==> config.mk <==
export PLATFORM = sky130hd
export DESIGN_NAME = fetch_response_merge
export DESIGN_NICKNAME = d
export VERILOG_FILES = /design/src/rtl/fetch_response_merge_pkg.sv /design/src/rtl/fetch_response_merge_output_buffer.sv /design/src/rtl/fetch_response_merge.sv
export SDC_FILE = /design/constraint.sdc
export NUM_CORES = 1
export LEC_CHECK = 0
export ABC_AREA = 1
export BUFFER_PORTS_ARGS = -buffer_cell sky130_fd_sc_hd__buf_4
export CORE_ASPECT_RATIO = 1.1
export CORE_MARGIN = 3
export CORE_UTILIZATION = 42
export DETAILED_ROUTE_END_ITERATION = 8
export PLACE_DENSITY = 0.66
export REMOVE_ABC_BUFFERS = 1
export SLEW_MARGIN = 15
export SYNTH_ARGS = -nofsm -noshare
export SYNTH_HDL_FRONTEND = slang
export SYNTH_SLANG_ARGS = --single-unit
==> constraint.sdc <==
create_clock -name clk -period 8.45 [get_ports clk]
set_input_delay 0.845 -clock clk [delete_from_list [all_inputs] [get_ports clk]]
set_output_delay 0.845 -clock clk [all_outputs]
set_load 0.03 [all_outputs]
==> src/rtl/fetch_response_merge_pkg.sv <==
// Shared types for the fetch response merge stage: the attributes entry pushed by fetch
// alongside each memory request, and the merged instruction handed to decode.
package fetch_response_merge_pkg;

    localparam int XLEN = 32;

    typedef struct packed {
        logic [XLEN-1:0] pc;
        logic            predicted_taken;
        logic            fault;
    } fetch_attr_t;

    typedef struct packed {
        fetch_attr_t     attr;
        logic [XLEN-1:0] instr;
    } fetch_instr_t;

    // Width of a counter that must hold every value from 0 up to n inclusive.
    function automatic int cnt_width(input int n);
        return (n < 1) ? 1 : $clog2(n + 1);
    endfunction

endpackage

==> src/rtl/fetch_response_merge_output_buffer.sv <==
// In-order buffer of merged instructions waiting for decode. A depth of one collapses to a
// single register; larger depths use a circular buffer. Clear empties it in one cycle.
module fetch_output_buffer
    import fetch_response_merge_pkg::*;
#(
    parameter int DEPTH = 2,
    localparam int CW   = cnt_width(DEPTH)
) (
    input  logic          clk,
    input  logic          rst,
    input  logic          clear,
    input  logic          push,
    input  fetch_instr_t  push_data,
    input  logic          pop,
    output fetch_instr_t  head,
    output logic          valid,
    output logic [CW-1:0] count
);

    if (DEPTH == 1) begin : g_reg
        fetch_instr_t slot;
        logic         full;

        // Occupancy flag; a push while full (with the pop) keeps it set.
        always_ff @(posedge clk) begin
            if (rst || clear) full <= 1'b0;
            else if (push)    full <= 1'b1;
            else if (pop)     full <= 1'b0;
        end

        // Payload is not reset; it is only observed while full is set.
        always_ff @(posedge clk) begin
            if (push && !clear) slot <= push_data;
        end

        assign head  = slot;
        assign valid = full;
        assign count = CW'(full);
    end else begin : g_ring
        localparam int PW = $clog2(DEPTH);

        fetch_instr_t  mem [DEPTH];
        logic [PW-1:0] wr_ptr;
        logic [PW-1:0] rd_ptr;
        logic [CW-1:0] cnt;
        logic          pop_eff;

        function automatic logic [PW-1:0] bump(input logic [PW-1:0] p);
            return (p == PW'(DEPTH - 1)) ? '0 : p + PW'(1);
        endfunction

        assign pop_eff = pop && (cnt != '0);

        // Pointers and occupancy; simultaneous push and pop leave the count unchanged.
        always_ff @(posedge clk) begin
            if (rst || clear) begin
                wr_ptr <= '0;
                rd_ptr <= '0;
                cnt    <= '0;
            end else begin
                if (push)    wr_ptr <= bump(wr_ptr);
                if (pop_eff) rd_ptr <= bump(rd_ptr);
                if (push && !pop_eff)      cnt <= cnt + CW'(1);
                else if (!push && pop_eff) cnt <= cnt - CW'(1);
            end
        end

        // Storage writes; when full the write slot equals the slot being popped.
        always_ff @(posedge clk) begin
            if (push && !clear) mem[wr_ptr] <= push_data;
        end

        assign head  = mem[rd_ptr];
        assign valid = (cnt != '0);
        assign count = cnt;
    end

endmodule

==> src/rtl/fetch_response_merge.sv <==
// Pairs each memory response with the attributes FIFO head and queues the merged instruction
// for decode. Memory responses cannot stall, so new requests are gated by a credit count that
// covers both in-flight requests and buffered results. After a flush, responses to requests
// already in flight are counted down and dropped.
module fetch_response_merge
    import fetch_response_merge_pkg::*;
#(
    parameter int MAX_OUTSTANDING = 2,
    parameter int XLEN            = 32
) (
    input  logic            clk,
    input  logic            rst,
    input  logic            flush,
    input  logic            req_issue,
    output logic            req_allowed,
    input  logic            attr_valid,
    input  fetch_attr_t     attr_data,
    output logic            attr_pop,
    input  logic            resp_valid,
    input  logic [XLEN-1:0] resp_data,
    output logic            out_valid,
    input  logic            out_ready,
    output logic [XLEN-1:0] out_pc,
    output logic [XLEN-1:0] out_instr,
    output logic            out_pred_taken,
    output logic            out_fault
);

    localparam int            CW    = cnt_width(MAX_OUTSTANDING);
    localparam logic [CW-1:0] ONE   = CW'(1);
    localparam logic [CW:0]   LIMIT = (CW + 1)'(MAX_OUTSTANDING);

    logic [CW-1:0] outstanding;
    logic [CW-1:0] outstanding_next;
    logic [CW-1:0] discard;
    logic [CW-1:0] buffered;
    logic          push;
    logic          pop;
    logic          buf_valid;
    fetch_instr_t  merged;
    fetch_instr_t  head;

    // Requests in flight after this cycle; issue and response together cancel out.
    always_comb begin
        outstanding_next = outstanding;
        case ({req_issue, resp_valid})
            2'b10:   outstanding_next = outstanding + ONE;
            2'b01:   outstanding_next = outstanding - ONE;
            default: outstanding_next = outstanding;
        endcase
    end

    // Credits come from registered state only, so decode's ready never reaches fetch.
    assign req_allowed = ({1'b0, outstanding} + {1'b0, buffered}) < LIMIT;

    // Every response consumes its attributes entry, whether kept or dropped.
    assign attr_pop = resp_valid;
    assign push     = resp_valid && (discard == '0) && !flush;
    assign pop      = buf_valid && out_ready;
    assign merged   = fetch_instr_t'({attr_data, resp_data[XLEN-1:0]});

    // In-flight and to-be-dropped counters. A flush reloads discard with everything still in
    // flight (including a request issued in the flush cycle), replacing any previous value.
    always_ff @(posedge clk) begin
        if (rst) begin
            outstanding <= '0;
            discard     <= '0;
        end else begin
            outstanding <= outstanding_next;
            if (flush)
                discard <= outstanding_next;
            else if (resp_valid && (discard != '0))
                discard <= discard - ONE;
        end
    end

    fetch_output_buffer #(
        .DEPTH(MAX_OUTSTANDING)
    ) u_obuf (
        .clk      (clk),
        .rst      (rst),
        .clear    (flush),
        .push     (push),
        .push_data(merged),
        .pop      (pop),
        .head     (head),
        .valid    (buf_valid),
        .count    (buffered)
    );

    assign out_valid      = buf_valid;
    assign out_pc         = head.attr.pc;
    assign out_instr      = head.instr;
    assign out_pred_taken = head.attr.predicted_taken;
    assign out_fault      = head.attr.fault;

    a_resp_has_attr: assert property (@(posedge clk) disable iff (rst) resp_valid |-> attr_valid);
    a_issue_legal:   assert property (@(posedge clk) disable iff (rst) req_issue |-> req_allowed);
    a_resp_expected: assert property (@(posedge clk) disable iff (rst) resp_valid |-> (outstanding != '0));

endmodule
==> results_dict.tcl <==
set metrics [dict create \
    cp-start-kind "register" \
    ys_seq_area_share_pct 76.3 \
    cts_resized 0 \
    fp.dieW_um 114 \
    synthCells 280 \
    cp_slowest_cell "dfxtp_4" \
    min_path_type "reg2reg" \
    clk_latency_ps 410 \
    cp_top_family "buffers and inverters" \
    clock_skew_ps 6.13 \
    async_reset_ff_share_pct 0 \
    place_hpwl_um 6570 \
    power_frac_comb_pct 11.1 \
    hold_viol_final 0 \
    p_leak_nw 2.80 \
    globalplace.congestion 0.682 \
    vias 2886 \
    drive_above_1_share_pct 53.7 \
    cp_common_cell "buf_4" \
    initial_utilization_pct 44.0 \
    dr.pass1.iters 4 \
    routed_wirelength_um 9960 \
    wl_met2_um 4960 \
    hold_buffers 0 \
    cp.depth 3 \
    viasPerCell 4.80 \
    power.switching_uw 378 \
    crit_path_max_fanout 35 \
    critical_path_class "reg2out" \
    r2r_cells 5 \
    timing.final.max_slew_violations 0 \
    drtIter0Drc 215 \
    holdPathStages 2 \
    nFillCells 976 \
    synth_seq_cells 141 \
    p_seq_share_pct 47.0 \
    period_needed_ps 3160 \
    fin_nets 511 \
    antenna_found_initial 0 \
    tightest_slew_ps 805 \
    wl_per_cell_um 16.6 \
    synth_edf_count 132 \
    synthFlopType "edfxtp_1" \
    cts_setup_buffers 0 \
    status "complete, no violations" \
    grtUsageTotal_pct 14.2 \
    hold_ws_ps 475 \
    fp.dieH_um 125 \
    cts_max_path_buffers 2 \
    p_clk_share_pct 42.0 \
    design.die.area_mm2 0.0143 \
    io_pins 142 \
    diodes 0 \
    first_global_vias 3040 \
    timing.fmax_mhz 316 \
    portBuffers 140 \
    max-vdd-ir-drop_uv 134 \
    cts_tree "yes" \
    htree_levels 4 \
    grt_pass1_wl_um 15300 \
    min_period_over_period_pct 37.4 \
    drc 0 \
    fp.coreArea_mm2 0.0123 \
    ys_warn_count 0 \
    crit_buf_inv 2 \
    fp-row-count 42 \
    p_sw_share_pct 22.1 \
    cts_buffers 17 \
    ys_types 20 \
    end_kind "primary output" \
    grt-ovfl-total 0 \
    cp.arrival_ps 2320 \
    wl_met3_um 752 \
    clockRootBuffer "clkbuf_16" \
    timing.max_cap.violations 0 \
    antenna_left 0 \
    clkTransAtPathRegs_ps 50 \
    grt_setup_unrepaired "no" \
    max_stage_delay_ps 670 \
    cp.required_ps 7610 \
    area_growth_pct 33.0 \
    top_layer "met4" \
    internal-power_mw 1.34 \
    syn_area_mm2 0.00543 \
    grt_max_degree 48 \
    power_density_mw_per_mm2 238 \
    finalSetupViolCount 0 \
    setup_tns_ps 0 \
    cts_num_sinks 141 \
    path_cells "buf_4 > mux2_2 > buf_4" \
    synth.avg_cell_area_um2 19.4 \
    relSlewSlack_pct 46.2 \
    wl_met1_um 4020 \
]
## path summary, 6_finish.rpt
| path | startpoint | endpoint | slack [ps] |
|---|---|---|---|
| hold / removal | u_obuf.g_ring.rd_ptr | register | 470 |
| hold reg to reg | u_obuf.g_ring.rd_ptr | register | 470 |
| setup reg to reg | discard[0] | u_obuf.g_ring.mem[0][52] | 6000 |
| setup / recovery | register | out_pc[8] | 5290 |
## layout by cell type (no fill, tap or decap)
master | Yosys | routed
mux2_2 | 26 | 26
o21ai_0 | 2 | 2
nor3_1 | 1 | 1
nand2_1 | 19 | 19
inv_1 | 19 | 19
buf_4 | 1 | 143
dfxtp_4 | 0 | 1
or2_2 | 1 | 1
nand3_1 | 4 | 4
inv_6 | 0 | 1
a21oi_1 | 5 | 5
ha_1 | 3 | 3
clkinvlp_4 | 0 | 2
nor2_4 | 0 | 2
bufinv_16 | 0 | 3
xor2_1 | 1 | 1
clkinv_2 | 0 | 4
clkbuf_16 | 0 | 17
xnor2_1 | 1 | 1
edfxtp_1 | 132 | 132
mux2_4 | 40 | 40
nand4_1 | 1 | 1
nor2_1 | 7 | 5
dfxtp_1 | 9 | 8
clkinv_1 | 0 | 5
fa_1 | 1 | 1
## metal layers
layer  track usage [%]  vias up
li1                  -     1355
met1              16.1     1403
met2              23.6      111
met3              4.83       17
met4              7.55        0
met5                 0        -
## worst register-to-register path, cell delays in order, from the launching register on
cell     delay [ps]
dfxtp_1         310
inv_1            60
ha_1            180
nand3_1         210
nor2_4          680
buf_4           600
## synth_stat cells, drive strengths merged, types with 2 or more instances
master	number	share of area (%)
a21oi	5	0.46
buf	8	1.4
dfxtp	9	3.3
edfxtp	132	73
ha	3	0.69
inv	19	1.3
mux2	66	16
nand2	19	1.3
nand3	4	0.37
nor2	7	0.48
o21ai	2	0.18
## logic make-up (layout without fill, tap and decap cells)
family / Yosys count / in the layout / share of synthesized area (%)
flip-flops: 141 / 141 / 76.3
multiplexers: 66 / 66 / 16.5
AND/OR/NAND/NOR: 33 / 33 / 2.49
buffers and inverters: 27 / 194 / 2.67
AO/OA/AOI/OAI: 7 / 7 / 0.645
adder cells (fa/ha/maj): 4 / 4 / 1.06
XOR/XNOR: 2 / 2 / 0.323
## sequential cells by signal, summed over array words and instances (netlist names), named ones only
| signal | count |
|---|---|
| u_obuf.g_ring.mem | 132 |
| discard | 2 |
| outstanding | 2 |
| u_obuf.count | 2 |
| u_obuf.g_ring.rd_ptr | 1 |
| u_obuf.g_ring.wr_ptr | 1 |
## power groups by stage
stage / sequential (mW) / combinational (mW) / clock, mW
2_1_floorplan: 0.821 / 0.110 / 0
3_3_place_gp: 0.818 / 0.187 / 0
3_5_place_dp: 0.820 / 0.191 / 0
4_1_cts: 0.806 / 0.192 / 0.737
5_1_grt: 0.808 / 0.203 / 0.767
6_report: 0.805 / 0.190 / 0.720
## cell type report
class	instances	area, um^2	share of cell area (%)
clock buffer	17	425	5.89
timing repair buffer	143	1070	14.9
multi-input combinational	112	1150	16.0
clock inverter	15	153	2.12
tap	154	193	2.67
sequential	141	4150	57.5
inverter	19	71.3	0.988
## through the flow
step / setup slack, ps / util, % / instances / power [mW] / area [um^2]
floorplan: 4140 / - / 272 / 0.931 / 5350
global placement: 5440 / 53.8 / 569 / 1.00 / 6640
detailed placement: 5470 / 53.8 / 569 / 1.01 / 6640
CTS: 5230 / 58.4 / 601 / 1.73 / 7220
global route: 5160 / 58.4 / 601 / 1.78 / 7220
finish: 5290 / 58.4 / 601 / 1.71 / 7220
Note: power is estimated with default switching activity, not from simulation.
